===== src/rtl/bp_pkg.sv =====
// rtl/bp_pkg.sv - shared types and constants for the branch prediction unit
// Contents: jump_t, branch_type_t, bp_entry_t, 2-bit counter encodings and
// a helper that tells whether a branch funct3 encodes a real branch.
package bp_pkg;

    localparam logic [1:0] CTR_STRONG_NT = 2'b00;
    localparam logic [1:0] CTR_WEAK_NT   = 2'b01;
    localparam logic [1:0] CTR_WEAK_T    = 2'b10;
    localparam logic [1:0] CTR_STRONG_T  = 2'b11;

    typedef enum logic [1:0] {
        JUMP_NONE = 2'b00,
        JUMP_JAL  = 2'b01,
        JUMP_JALR = 2'b10
    } jump_t;

    typedef enum logic [2:0] {
        BR_BEQ  = 3'b000,
        BR_BNE  = 3'b001,
        BR_RSV2 = 3'b010,
        BR_RSV3 = 3'b011,
        BR_BLT  = 3'b100,
        BR_BGE  = 3'b101,
        BR_BLTU = 3'b110,
        BR_BGEU = 3'b111
    } branch_type_t;

    // Entry layout for the default 32-bit, 64-entry configuration.
    localparam int BP_XLEN     = 32;
    localparam int BP_ENTRIES  = 64;
    localparam int BP_IDX_BITS = $clog2(BP_ENTRIES);
    localparam int BP_TAG_BITS = BP_XLEN - BP_IDX_BITS - 2;

    typedef struct packed {
        logic                   valid;
        logic [BP_TAG_BITS-1:0] tag;
        logic [BP_XLEN-1:0]     target;
        logic [1:0]             ctr;
    } bp_entry_t;

    // funct3 010/011 are not branches; they never train or take.
    function automatic logic branch_type_legal(input logic [2:0] funct3);
        return !((funct3 == BR_RSV2) || (funct3 == BR_RSV3));
    endfunction

endpackage


===== src/rtl/branch_predict_unit_if.sv =====
// rtl/branch_predict_unit_if.sv - fetch/execute signal bundle of the branch prediction unit
// master: pipeline side (drives PCF and Execute-stage fields, receives prediction/redirect)
// slave:  predictor side (branch_predict_unit)
// Optional BP_PERF_COUNTERS_EN adds BranchCount/MispredCount (slave outputs).
interface branch_predict_unit_if #(
    parameter int XLEN = 32
);
    logic [XLEN-1:0] PCF;
    logic            PredTakenF;
    logic [XLEN-1:0] PredTargetF;
    logic            ValidE;
    logic [1:0]      JumpE;
    logic            BranchE;
    logic            ZeroE;
    logic [2:0]      BranchTypeE;
    logic [XLEN-1:0] PCE;
    logic [XLEN-1:0] PCPlus4E;
    logic [XLEN-1:0] TargetE;
    logic [XLEN-1:0] JalrTargetE;
    logic            PredTakenE;
    logic [XLEN-1:0] PredTargetE;
    logic            RedirectE;
    logic [XLEN-1:0] RedirectPCE;
    logic            BranchTakenE;
`ifdef BP_PERF_COUNTERS_EN
    logic [31:0]     BranchCount;
    logic [31:0]     MispredCount;
`endif

    modport master (
        output PCF, ValidE, JumpE, BranchE, ZeroE, BranchTypeE, PCE, PCPlus4E,
               TargetE, JalrTargetE, PredTakenE, PredTargetE,
        input  PredTakenF, PredTargetF, RedirectE, RedirectPCE, BranchTakenE
`ifdef BP_PERF_COUNTERS_EN
        , input BranchCount, MispredCount
`endif
    );

    modport slave (
        input  PCF, ValidE, JumpE, BranchE, ZeroE, BranchTypeE, PCE, PCPlus4E,
               TargetE, JalrTargetE, PredTakenE, PredTargetE,
        output PredTakenF, PredTargetF, RedirectE, RedirectPCE, BranchTakenE
`ifdef BP_PERF_COUNTERS_EN
        , output BranchCount, MispredCount
`endif
    );

endinterface


===== src/rtl/bp_sat_counter.sv =====
// rtl/bp_sat_counter.sv - next-state function of a 2-bit saturating counter
// Ports: ctr (current value), taken (outcome), ctr_next (saturated result, no wrap)
module bp_sat_counter
    import bp_pkg::*;
(
    input  logic [1:0] ctr,
    input  logic       taken,
    output logic [1:0] ctr_next
);

    always_comb begin
        ctr_next = ctr;
        if (taken) begin
            if (ctr != CTR_STRONG_T) ctr_next = ctr + 2'd1;
        end else begin
            if (ctr != CTR_STRONG_NT) ctr_next = ctr - 2'd1;
        end
    end

endmodule


===== src/rtl/branch_predict_unit.sv =====
// rtl/branch_predict_unit.sv - BTB/BHT fetch prediction with execute-stage resolve and redirect
// Ports: clk, rst (sync active-high), bus (branch_predict_unit_if.slave):
//   fetch lookup PCF -> PredTakenF/PredTargetF; execute resolve -> RedirectE/RedirectPCE/BranchTakenE.
// Optional BP_PERF_COUNTERS_EN adds 32-bit BranchCount/MispredCount on the bus.
module branch_predict_unit
    import bp_pkg::*;
#(
    parameter  int XLEN        = 32,
    parameter  int BHT_ENTRIES = 64,
    localparam int IDX_BITS    = $clog2(BHT_ENTRIES)
) (
    input  logic                 clk,
    input  logic                 rst,
    branch_predict_unit_if.slave bus
);

    localparam int TAG_BITS = XLEN - IDX_BITS - 2;

    logic                valid_q  [BHT_ENTRIES];
    logic [TAG_BITS-1:0] tag_q    [BHT_ENTRIES];
    logic [XLEN-1:0]     target_q [BHT_ENTRIES];
    logic [1:0]          ctr_q    [BHT_ENTRIES];

    // Instructions are word aligned, so PC[1:0] never participates.
    wire unused_pc_bits = &{1'b0, bus.PCF[1:0], bus.PCE[1:0], bus.JalrTargetE[0]};

    // Fetch lookup: reads the table state before any same-cycle update.
    logic [IDX_BITS-1:0] idx_f;
    logic [TAG_BITS-1:0] tag_f;
    logic                hit_f;

    assign idx_f = bus.PCF[IDX_BITS+1:2];
    assign tag_f = bus.PCF[XLEN-1:IDX_BITS+2];
    assign hit_f = valid_q[idx_f] && (tag_q[idx_f] == tag_f);

    assign bus.PredTakenF  = hit_f && ctr_q[idx_f][1];
    assign bus.PredTargetF = hit_f ? target_q[idx_f] : '0;

    // Execute resolve
    logic            is_jal, is_jalr, is_control, br_legal, cond_taken, taken, mispredict;
    logic [XLEN-1:0] jalr_target, actual_target;

    assign is_jal     = (bus.JumpE == JUMP_JAL);
    assign is_jalr    = (bus.JumpE == JUMP_JALR);
    assign is_control = bus.BranchE || (bus.JumpE != JUMP_NONE);
    assign br_legal   = bus.BranchE && branch_type_legal(bus.BranchTypeE);

    // BLT/BGE/BLTU/BGEU arrive with ZeroE already meaning "compare false".
    always_comb begin
        cond_taken = 1'b0;
        case (bus.BranchTypeE)
            BR_BEQ, BR_BGE, BR_BGEU: cond_taken = bus.ZeroE;
            BR_BNE, BR_BLT, BR_BLTU: cond_taken = !bus.ZeroE;
            default:                 cond_taken = 1'b0;
        endcase
    end

    assign taken         = bus.ValidE && (is_jal || is_jalr || (br_legal && cond_taken));
    assign jalr_target   = {bus.JalrTargetE[XLEN-1:1], 1'b0};
    assign actual_target = is_jalr ? jalr_target : bus.TargetE;

    // The last term catches an entry aliasing onto a non-control instruction.
    assign mispredict = bus.ValidE &&
                        ((taken != bus.PredTakenE) ||
                         (taken && bus.PredTakenE && (actual_target != bus.PredTargetE)) ||
                         (!taken && bus.PredTakenE && !is_control));

    assign bus.RedirectE    = mispredict;
    assign bus.RedirectPCE  = taken ? actual_target : bus.PCPlus4E;
    assign bus.BranchTakenE = taken;

    // Training: JALR is deliberately never entered, its target is data dependent.
    logic [IDX_BITS-1:0] idx_e;
    logic [TAG_BITS-1:0] tag_e;
    logic                hit_e, train, alias_clear;
    logic [1:0]          ctr_next;

    assign idx_e       = bus.PCE[IDX_BITS+1:2];
    assign tag_e       = bus.PCE[XLEN-1:IDX_BITS+2];
    assign hit_e       = valid_q[idx_e] && (tag_q[idx_e] == tag_e);
    assign train       = bus.ValidE && (br_legal || is_jal);
    assign alias_clear = bus.ValidE && !is_control && bus.PredTakenE && hit_e;

    bp_sat_counter u_sat_counter (
        .ctr      (ctr_q[idx_e]),
        .taken    (taken),
        .ctr_next (ctr_next)
    );

    // Tags and targets need no reset: valid gates every use of them.
    always_ff @(posedge clk) begin
        if (rst) begin
            for (int i = 0; i < BHT_ENTRIES; i++) begin
                valid_q[i] <= 1'b0;
                ctr_q[i]   <= CTR_WEAK_NT;
            end
        end else if (train) begin
            if (hit_e) begin
                ctr_q[idx_e] <= ctr_next;
                if (taken) target_q[idx_e] <= actual_target;
            end else if (taken) begin
                valid_q[idx_e]  <= 1'b1;
                tag_q[idx_e]    <= tag_e;
                target_q[idx_e] <= actual_target;
                ctr_q[idx_e]    <= is_jal ? CTR_STRONG_T : CTR_WEAK_T;
            end
        end else if (alias_clear) begin
            valid_q[idx_e] <= 1'b0;
        end
    end

`ifdef BP_PERF_COUNTERS_EN
    logic [31:0] branch_count_q, mispred_count_q;

    always_ff @(posedge clk) begin
        if (rst) begin
            branch_count_q  <= '0;
            mispred_count_q <= '0;
        end else begin
            if (bus.ValidE && is_control) branch_count_q <= branch_count_q + 32'd1;
            if (mispredict) mispred_count_q <= mispred_count_q + 32'd1;
        end
    end

    assign bus.BranchCount  = branch_count_q;
    assign bus.MispredCount = mispred_count_q;
`endif

endmodule


===== src/flat_wrapper.sv =====
// flat-port wrapper written by rule: the top's interface ports become plain ports
module branch_predict_unit_flat import bp_pkg::*;
#(
    parameter  int XLEN        = 32,
    parameter  int BHT_ENTRIES = 64,
    localparam int IDX_BITS    = $clog2(BHT_ENTRIES)
)
  (clk, rst, bus_PCF, bus_ValidE, bus_JumpE, bus_BranchE, bus_ZeroE, bus_BranchTypeE, bus_PCE, bus_PCPlus4E, bus_TargetE, bus_JalrTargetE, bus_PredTakenE, bus_PredTargetE, bus_PredTakenF, bus_PredTargetF, bus_RedirectE, bus_RedirectPCE, bus_BranchTakenE);
  branch_predict_unit_if #(.XLEN(XLEN)) bus_i ();
  input  logic clk;
  input  logic rst;
  input wire logic [$bits(bus_i.PCF)-1:0] bus_PCF;
  input wire logic [$bits(bus_i.ValidE)-1:0] bus_ValidE;
  input wire logic [$bits(bus_i.JumpE)-1:0] bus_JumpE;
  input wire logic [$bits(bus_i.BranchE)-1:0] bus_BranchE;
  input wire logic [$bits(bus_i.ZeroE)-1:0] bus_ZeroE;
  input wire logic [$bits(bus_i.BranchTypeE)-1:0] bus_BranchTypeE;
  input wire logic [$bits(bus_i.PCE)-1:0] bus_PCE;
  input wire logic [$bits(bus_i.PCPlus4E)-1:0] bus_PCPlus4E;
  input wire logic [$bits(bus_i.TargetE)-1:0] bus_TargetE;
  input wire logic [$bits(bus_i.JalrTargetE)-1:0] bus_JalrTargetE;
  input wire logic [$bits(bus_i.PredTakenE)-1:0] bus_PredTakenE;
  input wire logic [$bits(bus_i.PredTargetE)-1:0] bus_PredTargetE;
  output wire logic [$bits(bus_i.PredTakenF)-1:0] bus_PredTakenF;
  output wire logic [$bits(bus_i.PredTargetF)-1:0] bus_PredTargetF;
  output wire logic [$bits(bus_i.RedirectE)-1:0] bus_RedirectE;
  output wire logic [$bits(bus_i.RedirectPCE)-1:0] bus_RedirectPCE;
  output wire logic [$bits(bus_i.BranchTakenE)-1:0] bus_BranchTakenE;
  assign bus_i.PCF = bus_PCF;
  assign bus_i.ValidE = bus_ValidE;
  assign bus_i.JumpE = bus_JumpE;
  assign bus_i.BranchE = bus_BranchE;
  assign bus_i.ZeroE = bus_ZeroE;
  assign bus_i.BranchTypeE = bus_BranchTypeE;
  assign bus_i.PCE = bus_PCE;
  assign bus_i.PCPlus4E = bus_PCPlus4E;
  assign bus_i.TargetE = bus_TargetE;
  assign bus_i.JalrTargetE = bus_JalrTargetE;
  assign bus_i.PredTakenE = bus_PredTakenE;
  assign bus_i.PredTargetE = bus_PredTargetE;
  assign bus_PredTakenF = bus_i.PredTakenF;
  assign bus_PredTargetF = bus_i.PredTargetF;
  assign bus_RedirectE = bus_i.RedirectE;
  assign bus_RedirectPCE = bus_i.RedirectPCE;
  assign bus_BranchTakenE = bus_i.BranchTakenE;
  branch_predict_unit #(.XLEN(XLEN), .BHT_ENTRIES(BHT_ENTRIES)) u_core (.clk(clk), .rst(rst), .bus(bus_i));
endmodule

===== config.mk =====
export PLATFORM = sky130hd
export DESIGN_NAME = branch_predict_unit_flat
export DESIGN_NICKNAME = d
export VERILOG_FILES = /design/src/rtl/bp_pkg.sv /design/src/rtl/branch_predict_unit_if.sv /design/src/rtl/bp_sat_counter.sv /design/src/rtl/branch_predict_unit.sv /design/src/flat_wrapper.sv
export SDC_FILE = /design/constraint.sdc
export NUM_CORES = 2
export LEC_CHECK = 0
export BUFFER_PORTS_ARGS = -buffer_cell sky130_fd_sc_hd__buf_4
export CAP_MARGIN = 20
export CELL_PAD_IN_SITES_DETAIL_PLACEMENT = 0
export CELL_PAD_IN_SITES_GLOBAL_PLACEMENT = 1
export CORE_MARGIN = 1.5
export CORE_UTILIZATION = 40
export DETAILED_ROUTE_END_ITERATION = 12
export PLACE_DENSITY_LB_ADDON = 0.1
export RECOVER_POWER = 100
export SLEW_MARGIN = 20
export SYNTH_ARGS = -nofsm -noshare
export SYNTH_HDL_FRONTEND = slang
export SYNTH_SLANG_ARGS = --single-unit

===== constraint.sdc =====
create_clock -name clk -period 16.7 [get_ports clk]
set_input_delay 1.67 -clock clk [delete_from_list [all_inputs] [get_ports clk]]
set_output_delay 1.67 -clock clk [all_outputs]
set_load 0.005 [all_outputs]

# Yosys cells after proc, flatten, opt, wreduce, memory -nomap -nowiden
# Memory sizes are Yosys's and may differ from the RTL's.
# Cells that the tools add are included.
dict set report word_totals {
  ff_bits 0
  mem_bits_rw 3776
  inputBits 203
  wordCells 92
  n_memories 4
}
# name depth word_bits read_ports rd_clocked_by_memory_dff write_ports line
set memory_table {}
lappend memory_table {u_core.target_q 64 32 1 0 1 branch_predict_unit.sv:21} ;# logic [XLEN-1:0] target_q [BHT_ENTRIES];
lappend memory_table {u_core.tag_q 64 24 2 0 1 branch_predict_unit.sv:20} ;# logic [TAG_BITS-1:0] tag_q [BHT_ENTRIES];
lappend memory_table {u_core.ctr_q 64 2 2 0 64 branch_predict_unit.sv:22} ;# logic [1:0] ctr_q [BHT_ENTRIES];
lappend memory_table {u_core.valid_q 64 1 2 0 64 branch_predict_unit.sv:19} ;# logic valid_q [BHT_ENTRIES];
dict set report op_classes {
  n_addsub 2
  n_eq_ne 14
  n_mux 36
  n_bitwise 3
  n_reduce_logical 33
}
# cell count
set op_table {}
lappend op_table {{2-to-1 mux 32 bit} 4}
lappend op_table {{== test 24 bit} 2}
lappend op_table {{inequality test 32 bit} 1}
lappend op_table {{2-to-1 mux 1 bit} 24}
lappend op_table {{logical AND 1 bit} 15}
lappend op_table {{== test 3 bit, second input constant} 4}
lappend op_table {{2-to-1 mux 6 bit} 2}
lappend op_table {{2-to-1 mux 2 bit} 5}
lappend op_table {{logical OR 1 bit} 7}
lappend op_table {{== test 3 x 2 -> 1 bit, second input constant} 2}
lappend op_table {{OR reduction 3 bit} 2}
lappend op_table {{zero test 1 bit} 4}
lappend op_table {{nonzero test 2 bit} 2}
lappend op_table {{== test 3 x 1 -> 1 bit, second input constant} 1}
lappend op_table {{zero test 3 bit} 1}
lappend op_table {{OR 1 bit} 3}
lappend op_table {{adder 2 x 1 -> 2 bit, second input constant} 1}
lappend op_table {{== test 2 x 1 -> 1 bit, second input constant} 1}
lappend op_table {{== test 2 bit, second input constant} 1}
lappend op_table {{inequality test 2 bit, second input constant} 1}
lappend op_table {{one-hot mux 1 bit (2 select lines)} 1}
lappend op_table {{OR reduction 2 bit} 1}
lappend op_table {{subtractor 2 x 1 -> 2 bit, second input constant} 1}
lappend op_table {{inequality test 1 bit} 1}
lappend op_table {{OR reduction 1 bit} 1}

# Longest topological paths before layout
dict set report depth {
  word_depth 15
  mapped_depth 20
  ltp_nobuf 10
}

# Modules after synthesis
# From an unflattened synthesis, not the netlist that was laid out.
dict set report unflattened {
  cells_unflattened 7648
  hier_area_um2 161648.8
}
# mod n_inst cells_per_inst area_per_inst_um2 seq_area_each_um2
set modules_own_cells {}
lappend modules_own_cells {branch_predict_unit 1 7645 161622.5 113388.7}
lappend modules_own_cells {bp_sat_counter 1 3 26.3 0.0}

# Least setup slack after synthesis
# OpenSTA, ideal clock, no wires.
dict set report synth_path {
  path_kind {input to output}
  start {input port bus_PCF[2]}
  end {output port bus_PredTakenF}
  t_arrival_ns 5.558
  setup_slack_ns 9.472
  cell_stages 12
  path_buffers 8
  path_cell_list {buf_2 > buf_2 > buf_2 > buf_2 > buf_2 > buf_2 > buf_1 > buf_1 > mux4_2 > mux4_2 > a211oi_1 > a211oi_1}
}
dict set report synth_between {
  elab_chain_len 4
}
# element line
set synth_lines {}
lappend synth_lines {{from (decl)} flat_wrapper.sv:12} ;# input wire logic [$bits(bus_i.PCF)-1:0] bus_PCF;
lappend synth_lines {{memory (64 x 24 bit)} n/a}
lappend synth_lines {{== test 24 bit} branch_predict_unit.sv:34} ;# assign hit_f = valid_q[idx_f] && (tag_q[idx_f] == tag_f);
lappend synth_lines {{logical AND 1 bit} branch_predict_unit.sv:34}
lappend synth_lines {{logical AND 1 bit *} branch_predict_unit.sv:36} ;# assign bus.PredTakenF = hit_f && ctr_q[idx_f][1];
lappend synth_lines {{to (decl)} flat_wrapper.sv:24} ;# output wire logic [$bits(bus_i.PredTakenF)-1:0] bus_PredTakenF;
# Mark *: on every way between the ends. The rest lies on a longest branch, timed or not.

# Worst setup path in the final report
dict set report layout_path {
  start {input port bus_PCE[3]}
  end {memory u_core.tag_q[51][13] in the netlist's numbering, enable pin}
}
dict set report layout_between {
  elab_chain_len 7
}
# element line
set layout_lines {}
lappend layout_lines {{from (decl)} flat_wrapper.sv:18} ;# input wire logic [$bits(bus_i.PCE)-1:0] bus_PCE;
lappend layout_lines {{memory (64 x 24 bit)} n/a}
lappend layout_lines {{== test 24 bit} branch_predict_unit.sv:80} ;# assign hit_e = valid_q[idx_e] && (tag_q[idx_e] == tag_e);
lappend layout_lines {{logical AND 1 bit} branch_predict_unit.sv:80}
lappend layout_lines {{2-to-1 mux 1 bit} branch_predict_unit.sv:98} ;# if (hit_e) begin
lappend layout_lines {{2-to-1 mux 1 bit} branch_predict_unit.sv:97} ;# end else if (train) begin
lappend layout_lines {{2-to-1 mux 1 bit} branch_predict_unit.sv:92} ;# if (rst) begin
lappend layout_lines {{2-to-1 mux 1 bit (not written as such)} branch_predict_unit.sv:103} ;# tag_q[idx_e] <= tag_e;
lappend layout_lines {{to (decl)} branch_predict_unit.sv:20}
# Several ways; a longest one is shown, not always the timed one.

==> impl_metrics.env <==
export IMPL_status="complete, but fails checks"
export IMPL_violations="capacitance limit, slew limit"
export IMPL_cp_max_fo=60
export IMPL_fill_cells=34522
export IMPL_synthFlopType="edfxtp_1"
export IMPL_synthToLayoutAreaGrowth_pct=13.3
export IMPL_worst_slack_ps=3220
export IMPL_synth_warnings=0
export IMPL_synth_edf_count=3776
export IMPL_syn_area_sq_um=164000
export IMPL_hold_path_class="input pin to register"
export IMPL_track_usage=0.274
export IMPL_cts_sinks=3776
export IMPL_maxCapViolCount=155
export IMPL_worst_pin_slew_ps=4790
export IMPL_wl_met3_microns=40000
export IMPL_ant_nets=0
export IMPL_grt_pass1_vias=92062
export IMPL_layout_commonest_cell="edfxtp_1"
export IMPL_die_w_microns=643
export IMPL_route_detailed_drc=0
export IMPL_root_buffer="clkbuf_16"
export IMPL_dr_pass1_iters=8
export IMPL_drtIter0Drc=11851
export IMPL_cts_resized=0
export IMPL_antenna_found_initial=29
export IMPL_reg2regPathDepth=13
export IMPL_grt_pass1_wl_microns=781000
export IMPL_top_layer_used="met5"
export IMPL_syn_inst=8267
export IMPL_die_y_microns=643
export IMPL_num_vias=91828
export IMPL_routabilityCongestion=0.817
export IMPL_seq_area_sq_um=113000
export IMPL_drv_slew=6702
export IMPL_path_class="input pin to register"
export IMPL_row_count=234
export IMPL_wl_met1_microns=237000
export IMPL_fin_hold_ws_ps=1400
export IMPL_layout_common_cells="3776 x edfxtp_1, 1395 x mux4_2, 500 x mux2i_1"
export IMPL_vias_per_cell=6.37
export IMPL_wire_per_inst_microns=40.0
export IMPL_dieArea_sq_um=413000
export IMPL_nets=8845
export IMPL_synthArstFlopShare=0
export IMPL_cts_buffers=415
export IMPL_routed_wl_microns=577000
export IMPL_cts_setup_buffers=0
export IMPL_initial_core_util=0.403
export IMPL_finalPower_mw=21.1
export IMPL_clk_path_buf_depth=4
export IMPL_htreeDepth=5
export IMPL_ios=270
export IMPL_relSlewSlack=-2.19
export IMPL_insertion_delay_ps=1030
export IMPL_fin_crit_ps=13480
export IMPL_ys_seq_area_frac=0.693
export IMPL_final_util=0.456
export IMPL_grt_overflow=0
export IMPL_finalCritPeriodShare=0.807
export IMPL_rsz0062_at_grt="no"
export IMPL_path_clk_slew_ps=60
export IMPL_hpwl_microns=308000
export IMPL_p_per_area_nw_per_um2=114
export IMPL_syn_num_nets=8475
export IMPL_dr_wl_met2_microns=276000
export IMPL_ir_worst_vdd_mv=0.0963
export IMPL_final_setup_skew_ps=64.1
export IMPL_cts_tree="yes"
export IMPL_ys_ff_latch=3776
export IMPL_cts_hold_repair_buffers=0
export IMPL_yosysUniqueCellTypes=74
export IMPL_finalSetupViolCount=0
export IMPL_core_area_sq_um=407000
export IMPL_cellLeakagePower_nw=57.9
export IMPL_worstSetupEndpointType="register"
export IMPL_required_ps=17190
export IMPL_fin_setup_tns_ps=0
export IMPL_grt_start_max_net_pins=125
export IMPL_worstPathArrival_ps=13970
export IMPL_layout_drive_gt1_share=0.278
export IMPL_portBuffers=264
export IMPL_crit_path_start_kind="input pin"
export IMPL_syn_area_per_cell_sq_um=19.8
export IMPL_min_from="bus_PCE[19]"
export IMPL_final_hold_violation_count=0
export IMPL_fmax_mhz=74.2
export IMPL_hold_path_depth=1
export IMPL_critPathLaunch="bus_PCE[3]"
export IMPL_multi_input_area_sq_um=47900
export IMPL_rr_startpoint="u_core.tag_q[48][2]"
export IMPL_pre_cts_ws_ps=6610
## Yosys cell counts (all sizes together) (10+ instances only)
cell | n | area [sq um]
mux2i | 500 | 5000
o21bai | 10 | 75.1
nand3 | 121 | 606
inv | 68 | 255
a22oi | 187 | 1400
clkbuf | 320 | 1200
a31oi | 55 | 344
o31ai | 14 | 105
xnor2 | 56 | 490
nand2 | 305 | 1140
nor2 | 315 | 1180
or3 | 13 | 81.3
a2111oi | 10 | 87.6
xor2 | 26 | 228
nand4 | 26 | 163
edfxtp | 3776 | 113000
a21oi | 153 | 803
o32ai | 17 | 149
mux2 | 42 | 473
or4 | 67 | 507
nor4 | 15 | 109
o21ai | 182 | 911
mux4 | 1395 | 31400
o22ai | 39 | 244
buf | 296 | 1370
nor3 | 14 | 75.1
a221oi | 31 | 272
a211oi | 39 | 293
and3 | 17 | 106
nor2b | 54 | 338
## cells by family (layout without fill, tap and decap cells)
group	count (synthesis)	in the layout	synth area share
compound gates	802	802	0.0321
xor+xnor	82	82	0.00439
fa+ha+maj	6	6	0.000443
buf+inv	685	1401	0.0173
flops	3776	3776	0.693
mux	1937	1937	0.225
other cells	0	12	0
simple gates	979	979	0.0277
## path summary, 6_finish.rpt
| path | to | slack [ps] |
|---|---|---|
| setup / recovery | u_core.tag_q[51][13] | 3220 |
| hold / removal | u_core.tag_q[55][11] | 1400 |
| setup reg to reg | u_core.tag_q[51][13] | 9370 |
| hold reg to reg | u_core.ctr_q[43][1] | 1430 |
## metal layers
layer | GRT usage | vias up
li1 | - | 35813
met1 | 0.381 | 50786
met2 | 0.447 | 4271
met3 | 0.0371 | 950
met4 | 0.0948 | 8
met5 | 0 | -
## area by class of cell
class                      instances  share of cell area
inverter                          69             0.00140
clock inverter                   258              0.0130
clock buffer                     505              0.0583
multi-input combinational       3806               0.258
antenna                           12            0.000162
timing repair buffer             569              0.0210
sequential                      3776               0.611
tap                             5428              0.0366
## per-stage QoR
step,cell area (sq um),std cells
2_1_floorplan,164000,8267
3_3_place_gp,173000,13643
3_5_place_dp,173000,13646
4_1_cts,187000,14409
5_1_grt,185000,14415
6_report,186000,14423
## sequential cells by signal, summed over array words and instances (netlist names)
register         flops
u_core.tag_q      1536
u_core.ctr_q       128
u_core.valid_q      64
u_core.target_q   2048
## critical path: stages
cell and delay, ps:
clkbuf_1 3110, clkbuf_1 2530, mux4_2 570, mux2i_1 110
o22ai_1 250, nor2_1 100, xnor2_1 790, nor2_1 110
and4_1 330, o2111ai_4 210, buf_4 640, o21ai_0 180
buf_4 290, nor2_4 110, clkbuf_1 2700
## power breakdown
| part | internal (mW) | switching (mW) | total [mW] |
|---|---|---|---|
| Combinational | 0.562 | 0.904 | 1.47 |
| Clock | 5.17 | 3.86 | 9.03 |
| Sequential | 10.5 | 0.0206 | 10.6 |
| Total | 16.3 | 4.79 | 21.1 |
No activity file was read; power rests on OpenSTA's default activity.
